## config.mk

```make
export PLATFORM = sky130hd
export DESIGN_NAME = pixel_tone_adjust
export DESIGN_NICKNAME = d
export VERILOG_FILES = /design/src/rtl/pixel_tone_adjust_pkg.sv /design/src/rtl/tone_step_counter.sv /design/src/rtl/pixel_tone_adjust.sv
export SDC_FILE = /design/constraint.sdc
export NUM_CORES = 1
export LEC_CHECK = 0
export ABC_AREA = 1
export CAP_MARGIN = 10
export CORE_MARGIN = 2
export CORE_UTILIZATION = 35
export DETAILED_ROUTE_END_ITERATION = 7
export PLACE_DENSITY = 0.56
export SYNTH_ARGS = -nofsm -noshare
export SYNTH_HDL_FRONTEND = slang
export SYNTH_SLANG_ARGS = --single-unit
```

## constraint.sdc

```tcl
create_clock -name clk -period 11.15 [get_ports clk]
set_input_delay 1.6725 -clock clk [delete_from_list [all_inputs] [get_ports clk]]
set_output_delay 1.6725 -clock clk [all_outputs]
set_load 0.1 [all_outputs]
```

## src/rtl/pixel_tone_adjust_pkg.sv

```systemverilog
// Shared definitions for the pixel tone adjuster: mode encoding and default parameters.
// Latency: n/a (declarations only).
// Backpressure: n/a.
package pixel_tone_adjust_pkg;

   // Output mode selector values for the mode port.
   typedef enum logic [1:0] {
      MODE_RGB   = 2'b00,   // luminance/saturation adjusted colour
      MODE_GREY  = 2'b01,   // weighted grey of the adjusted colour
      MODE_SKIN  = 2'b10,   // binary mask from the skin classifier flag
      MODE_GREEN = 2'b11    // binary mask from the green classifier flag
   } mode_e;

   localparam int DEF_PIX_W      = 10;
   localparam int DEF_STEP_W     = 4;
   localparam int DEF_LUM_SCALE  = 50;
   localparam int DEF_SAT_SCALE  = 20;
   localparam int DEF_REPEAT_CYC = 1000000;

endpackage

```

## src/rtl/tone_step_counter.sv

```systemverilog
// Saturating up/down setting driven by two active-low push-buttons with hold-to-repeat.
// Latency: setting changes on the clk edge after a press/repeat event.
// Backpressure: none; events are never dropped or queued.
//
// Ports: clk, rst (async active-low), i_add_n / i_sub_n (buttons, pressed = 0),
//        o_value (current setting, STEP_W bits).
module tone_step_counter
   import pixel_tone_adjust_pkg::*;
#(
   parameter int STEP_W     = DEF_STEP_W,
   parameter int REPEAT_CYC = DEF_REPEAT_CYC
)(
   input  logic              clk,
   input  logic              rst,
   input  logic              i_add_n,
   input  logic              i_sub_n,
   output logic [STEP_W-1:0] o_value
);

   localparam int               CNT_W    = $clog2(REPEAT_CYC + 1);
   localparam logic [CNT_W-1:0] CNT_REP  = CNT_W'(REPEAT_CYC);
   localparam logic [CNT_W-1:0] CNT_ONE  = CNT_W'(1);
   localparam logic [STEP_W-1:0] VAL_MAX = '1;

   // Index 0 is the add button, index 1 the sub button.
   logic [1:0]       w_btn_n;
   logic [1:0]       w_press;
   logic [1:0]       w_rep;
   logic [1:0]       w_ev;
   logic [1:0]       r_prev;
   logic [1:0]       r_armed;
   logic [CNT_W-1:0] r_cnt [2];
   logic [STEP_W-1:0] r_value;

   assign w_btn_n = {i_sub_n, i_add_n};

   // r_armed stays low until the button has been seen released after reset,
   // so a button held through reset release cannot fake a press.
   // r_cnt is non-zero only while a validly pressed button is still held;
   // it counts cycles since the last event on that button.
   always_comb begin
      w_press = '0;
      w_rep   = '0;
      for (int k = 0; k < 2; k++) begin
         w_press[k] = r_armed[k] & r_prev[k] & ~w_btn_n[k];
         w_rep[k]   = ~w_btn_n[k] & (r_cnt[k] == CNT_REP);
      end
      w_ev = w_press | w_rep;
   end

   always_ff @(posedge clk or negedge rst) begin
      if (!rst) begin
         r_prev  <= 2'b11;
         r_armed <= 2'b00;
         for (int k = 0; k < 2; k++) begin
            r_cnt[k] <= '0;
         end
      end else begin
         r_prev  <= w_btn_n;
         r_armed <= r_armed | w_btn_n;
         for (int k = 0; k < 2; k++) begin
            if (w_btn_n[k]) begin
               r_cnt[k] <= '0;
            end else if (w_ev[k]) begin
               r_cnt[k] <= CNT_ONE;
            end else if (r_cnt[k] != '0) begin
               r_cnt[k] <= r_cnt[k] + CNT_ONE;
            end
         end
      end
   end

   always_ff @(posedge clk or negedge rst) begin
      if (!rst) begin
         r_value <= '0;
      end else if (w_ev[0] && w_ev[1]) begin
         // Opposing events in the same cycle act as a clear.
         r_value <= '0;
      end else if (w_ev[0]) begin
         if (r_value != VAL_MAX) r_value <= r_value + STEP_W'(1);
      end else if (w_ev[1]) begin
         if (r_value != '0) r_value <= r_value - STEP_W'(1);
      end
   end

   assign o_value = r_value;

endmodule

```

## src/rtl/pixel_tone_adjust.sv

```systemverilog
// Luminance/saturation pixel adjuster with grey and classifier-mask output modes.
// Latency: exactly 2 clk cycles, one pixel per cycle.
// Backpressure: none; in_valid is simply delayed to out_valid.
//
// Ports: clk, rst (async active-low); add_lum/sub_lum/add_sat/sub_sat buttons (pressed = 0);
//        mode; in_valid, in_red/green/blue, in_is_skin/in_is_green (input pixel);
//        out_valid, out_red/green/blue, out_is_skin/out_is_green (output pixel);
//        luminance, saturation (current settings).
module pixel_tone_adjust
   import pixel_tone_adjust_pkg::*;
#(
   parameter int PIX_W      = DEF_PIX_W,
   parameter int STEP_W     = DEF_STEP_W,
   parameter int LUM_SCALE  = DEF_LUM_SCALE,
   parameter int SAT_SCALE  = DEF_SAT_SCALE,
   parameter int REPEAT_CYC = DEF_REPEAT_CYC
)(
   input  logic              clk,
   input  logic              rst,
   input  logic              add_lum,
   input  logic              sub_lum,
   input  logic              add_sat,
   input  logic              sub_sat,
   input  logic [1:0]        mode,
   input  logic              in_valid,
   input  logic [PIX_W-1:0]  in_red,
   input  logic [PIX_W-1:0]  in_green,
   input  logic [PIX_W-1:0]  in_blue,
   input  logic              in_is_skin,
   input  logic              in_is_green,
   output logic              out_valid,
   output logic [PIX_W-1:0]  out_red,
   output logic [PIX_W-1:0]  out_green,
   output logic [PIX_W-1:0]  out_blue,
   output logic              out_is_skin,
   output logic              out_is_green,
   output logic [STEP_W-1:0] luminance,
   output logic [STEP_W-1:0] saturation
);

   // Wide enough that R+D+E cannot overflow and G+D-E keeps its sign.
   localparam int                    CW    = PIX_W + STEP_W + 8;
   localparam logic signed [CW-1:0]  C_MAX = CW'(2**PIX_W - 1);

   logic [STEP_W-1:0] w_lum;
   logic [STEP_W-1:0] w_sat;

   tone_step_counter #(.STEP_W(STEP_W), .REPEAT_CYC(REPEAT_CYC)) u_lum_step (
      .clk     (clk),
      .rst     (rst),
      .i_add_n (add_lum),
      .i_sub_n (sub_lum),
      .o_value (w_lum)
   );

   tone_step_counter #(.STEP_W(STEP_W), .REPEAT_CYC(REPEAT_CYC)) u_sat_step (
      .clk     (clk),
      .rst     (rst),
      .i_add_n (add_sat),
      .i_sub_n (sub_sat),
      .o_value (w_sat)
   );

   // Stage 1: pixel plus the mode and settings in force when it arrived.
   logic              r1_vld;
   logic [PIX_W-1:0]  r1_red;
   logic [PIX_W-1:0]  r1_grn;
   logic [PIX_W-1:0]  r1_blu;
   logic              r1_is_skin;
   logic              r1_is_green;
   mode_e             r1_mode;
   logic [STEP_W-1:0] r1_lum;
   logic [STEP_W-1:0] r1_sat;

   always_ff @(posedge clk or negedge rst) begin
      if (!rst) begin
         r1_vld      <= 1'b0;
         r1_red      <= '0;
         r1_grn      <= '0;
         r1_blu      <= '0;
         r1_is_skin  <= 1'b0;
         r1_is_green <= 1'b0;
         r1_mode     <= MODE_RGB;
         r1_lum      <= '0;
         r1_sat      <= '0;
      end else begin
         r1_vld      <= in_valid;
         r1_red      <= in_red;
         r1_grn      <= in_green;
         r1_blu      <= in_blue;
         r1_is_skin  <= in_is_skin;
         r1_is_green <= in_is_green;
         r1_mode     <= mode_e'(mode);
         r1_lum      <= w_lum;
         r1_sat      <= w_sat;
      end
   end

   function automatic logic [PIX_W-1:0] clamp_pix(input logic signed [CW-1:0] v);
      if (v[CW-1])         return '0;
      else if (v > C_MAX)  return '1;
      else                 return v[PIX_W-1:0];
   endfunction

   logic signed [CW-1:0] w_d;
   logic signed [CW-1:0] w_e;
   logic signed [CW-1:0] w_r_sum;
   logic signed [CW-1:0] w_g_sum;
   logic signed [CW-1:0] w_b_sum;
   logic [PIX_W-1:0]     w_ra;
   logic [PIX_W-1:0]     w_ga;
   logic [PIX_W-1:0]     w_ba;
   logic [PIX_W+1:0]     w_grey_sum;
   logic [PIX_W-1:0]     w_grey;

   assign w_d     = CW'(r1_lum) * CW'(LUM_SCALE);
   assign w_e     = CW'(r1_sat) * CW'(SAT_SCALE);
   // Saturation pulls green down and pushes blue up around the luminance offset.
   assign w_r_sum = $signed(CW'(r1_red)) + w_d;
   assign w_g_sum = $signed(CW'(r1_grn)) + w_d - w_e;
   assign w_b_sum = $signed(CW'(r1_blu)) + w_d + w_e;
   assign w_ra    = clamp_pix(w_r_sum);
   assign w_ga    = clamp_pix(w_g_sum);
   assign w_ba    = clamp_pix(w_b_sum);

   // (R + 2G + B) / 4 never exceeds MAX, so the shifted sum fits PIX_W bits.
   assign w_grey_sum = {2'b00, w_ra} + {1'b0, w_ga, 1'b0} + {2'b00, w_ba};
   assign w_grey     = PIX_W'(w_grey_sum >> 2);

   logic [PIX_W-1:0] w_o_red;
   logic [PIX_W-1:0] w_o_grn;
   logic [PIX_W-1:0] w_o_blu;

   always_comb begin
      w_o_red = w_ra;
      w_o_grn = w_ga;
      w_o_blu = w_ba;
      case (r1_mode)
         MODE_GREY: begin
            w_o_red = w_grey;
            w_o_grn = w_grey;
            w_o_blu = w_grey;
         end
         MODE_SKIN: begin
            w_o_red = {PIX_W{r1_is_skin}};
            w_o_grn = {PIX_W{r1_is_skin}};
            w_o_blu = {PIX_W{r1_is_skin}};
         end
         MODE_GREEN: begin
            w_o_red = {PIX_W{r1_is_green}};
            w_o_grn = {PIX_W{r1_is_green}};
            w_o_blu = {PIX_W{r1_is_green}};
         end
         default: ;
      endcase
   end

   // Stage 2: registered outputs.
   logic             r2_vld;
   logic [PIX_W-1:0] r2_red;
   logic [PIX_W-1:0] r2_grn;
   logic [PIX_W-1:0] r2_blu;
   logic             r2_is_skin;
   logic             r2_is_green;

   always_ff @(posedge clk or negedge rst) begin
      if (!rst) begin
         r2_vld      <= 1'b0;
         r2_red      <= '0;
         r2_grn      <= '0;
         r2_blu      <= '0;
         r2_is_skin  <= 1'b0;
         r2_is_green <= 1'b0;
      end else begin
         r2_vld      <= r1_vld;
         r2_red      <= w_o_red;
         r2_grn      <= w_o_grn;
         r2_blu      <= w_o_blu;
         r2_is_skin  <= r1_is_skin;
         r2_is_green <= r1_is_green;
      end
   end

   assign out_valid    = r2_vld;
   assign out_red      = r2_red;
   assign out_green    = r2_grn;
   assign out_blue     = r2_blu;
   assign out_is_skin  = r2_is_skin;
   assign out_is_green = r2_is_green;
   assign luminance    = w_lum;
   assign saturation   = w_sat;

endmodule

```

==> impl_metrics.env, run 1 <==
export IMPL_cts_hold_buffers=0
export IMPL_global_route_usage_total=0.166
export IMPL_synthXorXnorAreaFrac=0.0323
export IMPL_tritoncts="built"
export IMPL_synth_largest_area_cell="sky130_fd_sc_hd__dfrtp_1"
export IMPL_worstPathRequired_ns=11.46
export IMPL_io_buffer_count=81
export IMPL_ys_warnings_count=0
export IMPL_rsz_0062_raised_after_global_routing="no"
export IMPL_min_delay_path_class="reg2reg"
export IMPL_post_synth_edffs=0
export IMPL_die_h_um=176
export IMPL_io_pin_count=82
export IMPL_ys_async_sr_fraction=1.00
export IMPL_mappedNetlistNets=1375
export IMPL_clock_fmax_mhz=159
export IMPL_finalCritPeriodShare=0.563
export IMPL_synth_top_family_by_area="simple AND/OR/NAND/NOR gates"
export IMPL_global_route_peak_usage_layer="met2"
export IMPL_postSynthCellCount=1242
export IMPL_global_route_usage_met2=0.276
export IMPL_post_synthesis_mux_area_share=0
export IMPL_routed_via_count=8219
export IMPL_drt_vias_per_instance=4.75
export IMPL_layout_drive_gt1_share=0.0788
export IMPL_detailedRoute_firstIterationViolations=512
export IMPL_drt_wirelength_per_cell_um=13.8
export IMPL_post_dp_hpwl_mm=18.6
export IMPL_rows=62
export IMPL_grt_pass1_wl_mm=40.7
export IMPL_route_final_wire_length_mm=23.9
export IMPL_ys_flop_type="sky130_fd_sc_hd__dfrtp_1"
export IMPL_clk_latency_ns=0.44
export IMPL_clk_root_buffer_cell="sky130_fd_sc_hd__clkbuf_16"
export IMPL_synth_yosys_seq_area_share=0.418
export IMPL_crit_slowest_cell="sky130_fd_sc_hd__fa_1"
export IMPL_cp_data_arrival_time_ns=6.59
export IMPL_use_met3=0.0390
export IMPL_syn2layout_area_growth_pct=17.6
export IMPL_remaining_drc_errors=0
export IMPL_cts_htree_levels=4
export IMPL_yosys_cell_types_count=51
export IMPL_die_w_um=176
export IMPL_finClkSkew_ns=0.0142
export IMPL_final_hold_viol_count=0
export IMPL_slew_margin_rel=0.295
export IMPL_class_of_the_most_critical_setup_path="reg2reg"
export IMPL_post_synthesis_adder_cell_area_fraction=0.131
export IMPL_cpPeakStageDelay_ns=0.57
export IMPL_critical_path_endpoint_type="flop"
export IMPL_fin_tns_setup_ns=0
export IMPL_synth_top_cells_by_area="sky130_fd_sc_hd__dfrtp_1 (41%), sky130_fd_sc_hd__nand2_1 (8.0%), sky130_fd_sc_hd__ha_1 (7.9%)"
export IMPL_syn_area_per_cell_um2=8.30
export IMPL_vias_in_the_first_global_route=8160
export IMPL_globalplace_congestion=0.882
export IMPL_antenna_left=0
export IMPL_period_needed_ns=6.28
export IMPL_cts_sink_count=172
export IMPL_synth_area_um2=10300
export IMPL_ys_seq_elements=172
export IMPL_critPathLaunchType="flop"
export IMPL_drt_pass1_iter_count=7
export IMPL_synth_simple_area_share=0.232
export IMPL_worst_slew_pin_slew_ns=1.05
export IMPL_drv_max_cap_violation_count=0
export IMPL_synth_compound_area_frac=0.102
export IMPL_run_status="completed"
export IMPL_final_max_slew_viol_count=0
export IMPL_cts_path_max_buffers=2
export IMPL_synth_top_cell_area_share=0.408
export IMPL_grt_start_max_net_pins=102
export IMPL_initial_core_util=0.357
export IMPL_cp_common_cell="sky130_fd_sc_hd__nand2_1"
export IMPL_die_area_um2=30900
export IMPL_setup_viol=0
export IMPL_grt_overflow_total=0
export IMPL_diodes=0
export IMPL_antenna_found_initial=0
export IMPL_worst_path_fanout_max=14
export IMPL_post_cts_repair_setup_buffers=0
export IMPL_design_core_area_um2=28900
export IMPL_clkTransAtPathRegs_ns=0.07
export IMPL_tritoncts_num_buffers=17
export IMPL_fin_nets=1466
export IMPL_cts_repair_resized=0
export IMPL_global_route_usage_met1=0.219
-- layer usage --
| layer | routed length (µm) | vias up |
|---|---|---|
| met5 | 0 | - |
| met4 | 311 | 0 |
| met3 | 1010 | 22 |
| met2 | 11300 | 167 |
| met1 | 11300 | 3840 |
| li1 | - | 4190 |
-- critical path: cells and delay by family (launching register included) --
family	cells	cell delay (ns)
DFF	1	0.48
buffers and inverters	2	0.11
and+or+nand+nor	16	1.72
adders and majority gates	7	2.86
AOI/OAI and AO/OA	8	1.00
-- cells by family (layout without fill, tap and decap cells) --
| family | Yosys count | in the layout |
|---|---|---|
| AO/OA/AOI/OAI | 187 | 187 |
| XOR/XNOR | 38 | 38 |
| AND/OR/NAND/NOR | 527 | 527 |
| buffers and inverters | 226 | 330 |
| flip-flops | 172 | 172 |
| adder cells (fa/ha/maj) | 92 | 92 |
-- through the flow --
stage	utilization	hold slack, ns	instance area (µm²)	setup slack, ns	cells
after detailed placement	0.401	0.339	11600	4.89	1698
after global routing	0.420	0.369	12100	4.23	1730
after CTS	0.420	0.358	12100	4.85	1730
final	0.420	0.356	12100	4.87	1730
after floorplan	-	0.331	10300	5.56	1242
after global placement	0.401	0.340	11600	5.02	1698
-- cells in the final DEF (no fill, tap or decap), types with 4 or more instances in the layout --
master                            synthesis  routed
sky130_fd_sc_hd__a21o_1                   6       6
sky130_fd_sc_hd__a21oi_1                 73      73
sky130_fd_sc_hd__a31oi_1                  7       7
sky130_fd_sc_hd__clkbuf_16                0      17
sky130_fd_sc_hd__clkdlybuf4s50_1          0      80
sky130_fd_sc_hd__clkinvlp_4               0       4
sky130_fd_sc_hd__dfrtp_1                168     168
sky130_fd_sc_hd__dfstp_2                  4       4
sky130_fd_sc_hd__fa_1                    27      27
sky130_fd_sc_hd__ha_1                    65      65
sky130_fd_sc_hd__inv_1                  196     196
sky130_fd_sc_hd__inv_2                   16      16
sky130_fd_sc_hd__inv_8                    0       4
sky130_fd_sc_hd__nand2_1                219     219
sky130_fd_sc_hd__nand2_2                 14      14
sky130_fd_sc_hd__nand3_1                 61      61
sky130_fd_sc_hd__nand3_2                  6       6
sky130_fd_sc_hd__nand3b_1                 4       4
sky130_fd_sc_hd__nand4_1                 12      12
sky130_fd_sc_hd__nor2_1                 123     123
sky130_fd_sc_hd__nor2_2                   4       4
sky130_fd_sc_hd__nor3_1                  36      36
sky130_fd_sc_hd__nor3_2                   4       4
sky130_fd_sc_hd__nor4_1                  26      26
sky130_fd_sc_hd__o21a_1                   6       6
sky130_fd_sc_hd__o21ai_0                 63      63
sky130_fd_sc_hd__o21ai_1                 12      12
sky130_fd_sc_hd__or2_2                    9       9
sky130_fd_sc_hd__xnor2_1                 14      14
sky130_fd_sc_hd__xor2_1                  24      24
-- registers in the layout, indices dropped and copies added, names as in the netlist, 10 cells and up --
register	count
u_lum_step.r_cnt	40
u_sat_step.r_cnt	40
out_blue	10
out_green	10
out_red	10
r1_blu	10
r1_grn	10
r1_red	10
-- Yosys cell counts (12+ instances only) --
cell,n
sky130_fd_sc_hd__dfrtp_1,168
sky130_fd_sc_hd__xor2_1,24
sky130_fd_sc_hd__inv_2,16
sky130_fd_sc_hd__ha_1,65
sky130_fd_sc_hd__xnor2_1,14
sky130_fd_sc_hd__nor2_1,123
sky130_fd_sc_hd__a21oi_1,73
sky130_fd_sc_hd__nand4_1,12
sky130_fd_sc_hd__nand2_2,14
sky130_fd_sc_hd__nor3_1,36
sky130_fd_sc_hd__nor4_1,26
sky130_fd_sc_hd__o21ai_1,12
sky130_fd_sc_hd__nand2_1,219
sky130_fd_sc_hd__o21ai_0,63
sky130_fd_sc_hd__inv_1,196
sky130_fd_sc_hd__fa_1,27
sky130_fd_sc_hd__nand3_1,61
-- cell type report --
class / count / area, µm²
flip-flops and latches: 172 / 4310
inverters: 215 / 807
repair buffers: 83 / 827
multi-input cells: 844 / 5140
fillers: 2902 / 16700
clock buffers: 19 / 443
well taps: 384 / 480
clock inverters: 13 / 126
-- final timing paths --
kind	startpoint	end	slack (ns)	cells past startpoint
worst max-delay path	r1_lum[1]	out_green[9]	4.87	33
worst min-delay path	r1_vld	out_valid	0.36	0
worst max register to register	r1_lum[1]	out_green[9]	4.87	33
worst min register to register	r1_vld	out_valid	0.36	0
max in group asynchronous	rst	u_lum_step.r_cnt[28]	8.42	2
min in group asynchronous	rst	r1_red[9]	1.32	1
Power of run 1 is left out: the tool's default activity adds up to more than one toggle a clock period on the data nets, which glitch-free logic cannot reach.
==> inputs of run 2 (changes only) <==
--- a/config.mk
+++ b/config.mk
@@ -10,7 +10,7 @@
 export CORE_MARGIN = 2
 export CORE_UTILIZATION = 35
 export DETAILED_ROUTE_END_ITERATION = 7
-export PLACE_DENSITY = 0.56
+export PLACE_DENSITY = 0.57
 export SYNTH_ARGS = -nofsm -noshare
 export SYNTH_HDL_FRONTEND = slang
 export SYNTH_SLANG_ARGS = --single-unit
==> constraint.sdc (replaced) <==
create_clock -name clk -period 5.5 [get_ports clk]
set_input_delay 0.825 -clock clk [delete_from_list [all_inputs] [get_ports clk]]
set_output_delay 0.825 -clock clk [all_outputs]
set_load 0.1 [all_outputs]
==> run 2 against run 1 <==
Net effect:
- die area unchanged
- non-clock buffer count grew 89
- clock skew increased by 0.0092 ns
- final cell count rose by 5.1%
- critical path type unchanged
- via count is 3.8% higher
- the flow now finishes with violations (setup timing)
- core utilization rose by 3.5 points
- count of clock-buffer cells in the layout is 2 lower
- sequential share of layout area decreased by 2.7 points
==> impl_metrics.env, run 2 (synthesized netlist as in run 1, its figures left out) <==
export IMPL_run_status="finished with violations"
export IMPL_violations="setup timing"
export IMPL_die_area_um2=30900
export IMPL_rsz_0062_raised_after_global_routing="yes"
export IMPL_r2r_start="r1_sat[1]"
export IMPL_final_max_slew_viol_count=0
export IMPL_cp_data_arrival_time_ns=5.96
export IMPL_fillers=2815
export IMPL_drt_pass1_iter_count=5
export IMPL_route_final_wire_length_mm=25.2
export IMPL_diodes=0
export IMPL_slew_margin_rel=0.257
export IMPL_grt_pass1_wl_mm=41.7
export IMPL_clock_fmax_mhz=177
export IMPL_final_critical_path_setup_slack_ns=-0.146
export IMPL_cts_hold_buffers=0
export IMPL_period_needed_ns=5.65
export IMPL_regToRegSetupSlack_ns=-0.15
export IMPL_finClkSkew_ns=0.0234
export IMPL_remaining_drc_errors=0
export IMPL_vias_in_the_first_global_route=8475
export IMPL_fin_nets=1555
export IMPL_tritoncts_num_buffers=17
export IMPL_cp_common_cell="sky130_fd_sc_hd__nand2_1"
export IMPL_cts_htree_levels=4
export IMPL_cpPeakStageDelay_ns=0.57
export IMPL_worstPathRequired_ns=5.82
export IMPL_initial_core_util=0.357
export IMPL_clkTransAtPathRegs_ns=0.08
export IMPL_design_core_area_um2=28900
export IMPL_drv_max_cap_violation_count=0
export IMPL_drt_wirelength_per_cell_um=13.8
export IMPL_io_buffer_count=81
export IMPL_finalCritPeriodShare=1.03
export IMPL_grt_start_max_net_pins=106
export IMPL_globalplace_congestion=0.859
export IMPL_fin_tns_setup_ns=-0.515
export IMPL_setup_viol=8
export IMPL_layout_drive_gt1_share=0.177
export IMPL_antenna_found_initial=1
export IMPL_cts_path_max_buffers=2
export IMPL_crit_start="r1_sat[1]"
export IMPL_rows=62
export IMPL_grt_overflow_total=0
export IMPL_worst_slew_pin_slew_ns=1.11
export IMPL_crit_end="out_blue[9]"
export IMPL_die_h_um=176
export IMPL_critPathLaunchType="flop"
export IMPL_clk_root_buffer_cell="sky130_fd_sc_hd__clkbuf_16"
export IMPL_critical_path_endpoint_type="flop"
export IMPL_antenna_left=0
export IMPL_cts_sink_count=172
export IMPL_detailedRoute_firstIterationViolations=442
export IMPL_io_pin_count=82
export IMPL_clk_latency_ns=0.45
export IMPL_class_of_the_most_critical_setup_path="reg2reg"
export IMPL_crit_slowest_cell="sky130_fd_sc_hd__fa_2"
export IMPL_final_hold_viol_count=0
export IMPL_worst_path_fanout_max=5
export IMPL_drt_vias_per_instance=4.69
export IMPL_global_route_usage_total=0.170
export IMPL_layout_common_cells="sky130_fd_sc_hd__nand2_1 (211), sky130_fd_sc_hd__inv_1 (190), sky130_fd_sc_hd__dfrtp_1 (167)"
export IMPL_routed_via_count=8533
export IMPL_min_delay_path_class="reg2reg"
export IMPL_layout_cells_most_common="sky130_fd_sc_hd__nand2_1"
export IMPL_syn2layout_area_growth_pct=27.5
export IMPL_tritoncts="built"
export IMPL_critical_path_reg2reg_endpoint="out_blue[9]"
export IMPL_post_dp_hpwl_mm=18.8
export IMPL_reg2regPathDepth=32
export IMPL_registers_with_the_highest_flip_flop_counts="u_lum_step.r_cnt: 40 flops, u_sat_step.r_cnt: 40 flops"
export IMPL_die_w_um=176
-- run 2: cell types whose count changed in the layout (fill, tap and decap cells not counted), sizes merged --
cell / change
buf: +89
clkbuf: -2
clkinv: +4
clkinvlp: -3
inv: +1
-- run 2: cell type report --
class	count	area, µm²	area share
tap	384	480	0.0365
timing repair buffer	172	1510	0.115
clock buffer	17	425	0.0323
sequential	172	4310	0.328
inverter	215	807	0.0614
clock inverter	15	171	0.0130
multi-input combinational	844	5450	0.414
-- run 2: worst min path at each step --
stage / start / endpoint / slack [ns] / cells past startpoint
global placement: r1_vld / out_valid / 0.34 / 0
global route: r1_vld / out_valid / 0.37 / 0
CTS: r1_vld / out_valid / 0.36 / 0
detailed placement: r1_vld / out_valid / 0.34 / 0
finish: r1_vld / out_valid / 0.35 / 0
floorplan: r1_vld / out_valid / 0.33 / 0
-- run 2: what timing repair did --
item,CTS,global route
gates resized for setup,32,33
endpoints found under the setup margin,11,25
pin swaps,8,17
buffers inserted,33,4
-- run 2: critical path, delay by kind of cell, from the launching register on --
| kind | cells | cell delay (ns) |
|---|---|---|
| compound gates | 8 | 1.04 |
| fa+ha+maj | 7 | 2.69 |
| buf+inv | 3 | 0.17 |
| flops | 1 | 0.42 |
| simple gates | 14 | 1.19 |
-- run 2: stage by stage --
stage	util	setup slack (ns)	hold slack, ns	area [µm²]	instances
after floorplan	-	0.0316	0.331	10300	1242
after CTS	0.450	-0.0758	0.357	13000	1818
final	0.456	-0.146	0.354	13200	1819
after global routing	0.456	-0.418	0.369	13200	1819
after detailed placement	0.416	-0.287	0.339	12000	1753
after global placement	0.416	-0.167	0.336	12000	1753
-- run 2: routing by layer --
layer / GRT usage / vias to the layer above / part of all wire
li1: - / 4374 / -
met1: 0.224 / 3968 / 0.46
met2: 0.283 / 149 / 0.47
met3: 0.0327 / 40 / 0.039
met4: 0.0513 / 2 / 0.021
met5: 0 / - / 0.00044
Power of run 2 is left out for the same reason.
==> inputs of run 3 (changes only) <==
--- a/config.mk
+++ b/config.mk
@@ -9,6 +9,7 @@
 export CAP_MARGIN = 10
 export CORE_MARGIN = 2
 export CORE_UTILIZATION = 35
+export CTS_CLUSTER_SIZE = 8
 export DETAILED_ROUTE_END_ITERATION = 7
 export PLACE_DENSITY = 0.57
 export SYNTH_ARGS = -nofsm -noshare
==> results of run 3 <==
The final DEF is identical to that of run 2; final timing and power are the same.
Power of run 3 is left out for the same reason.
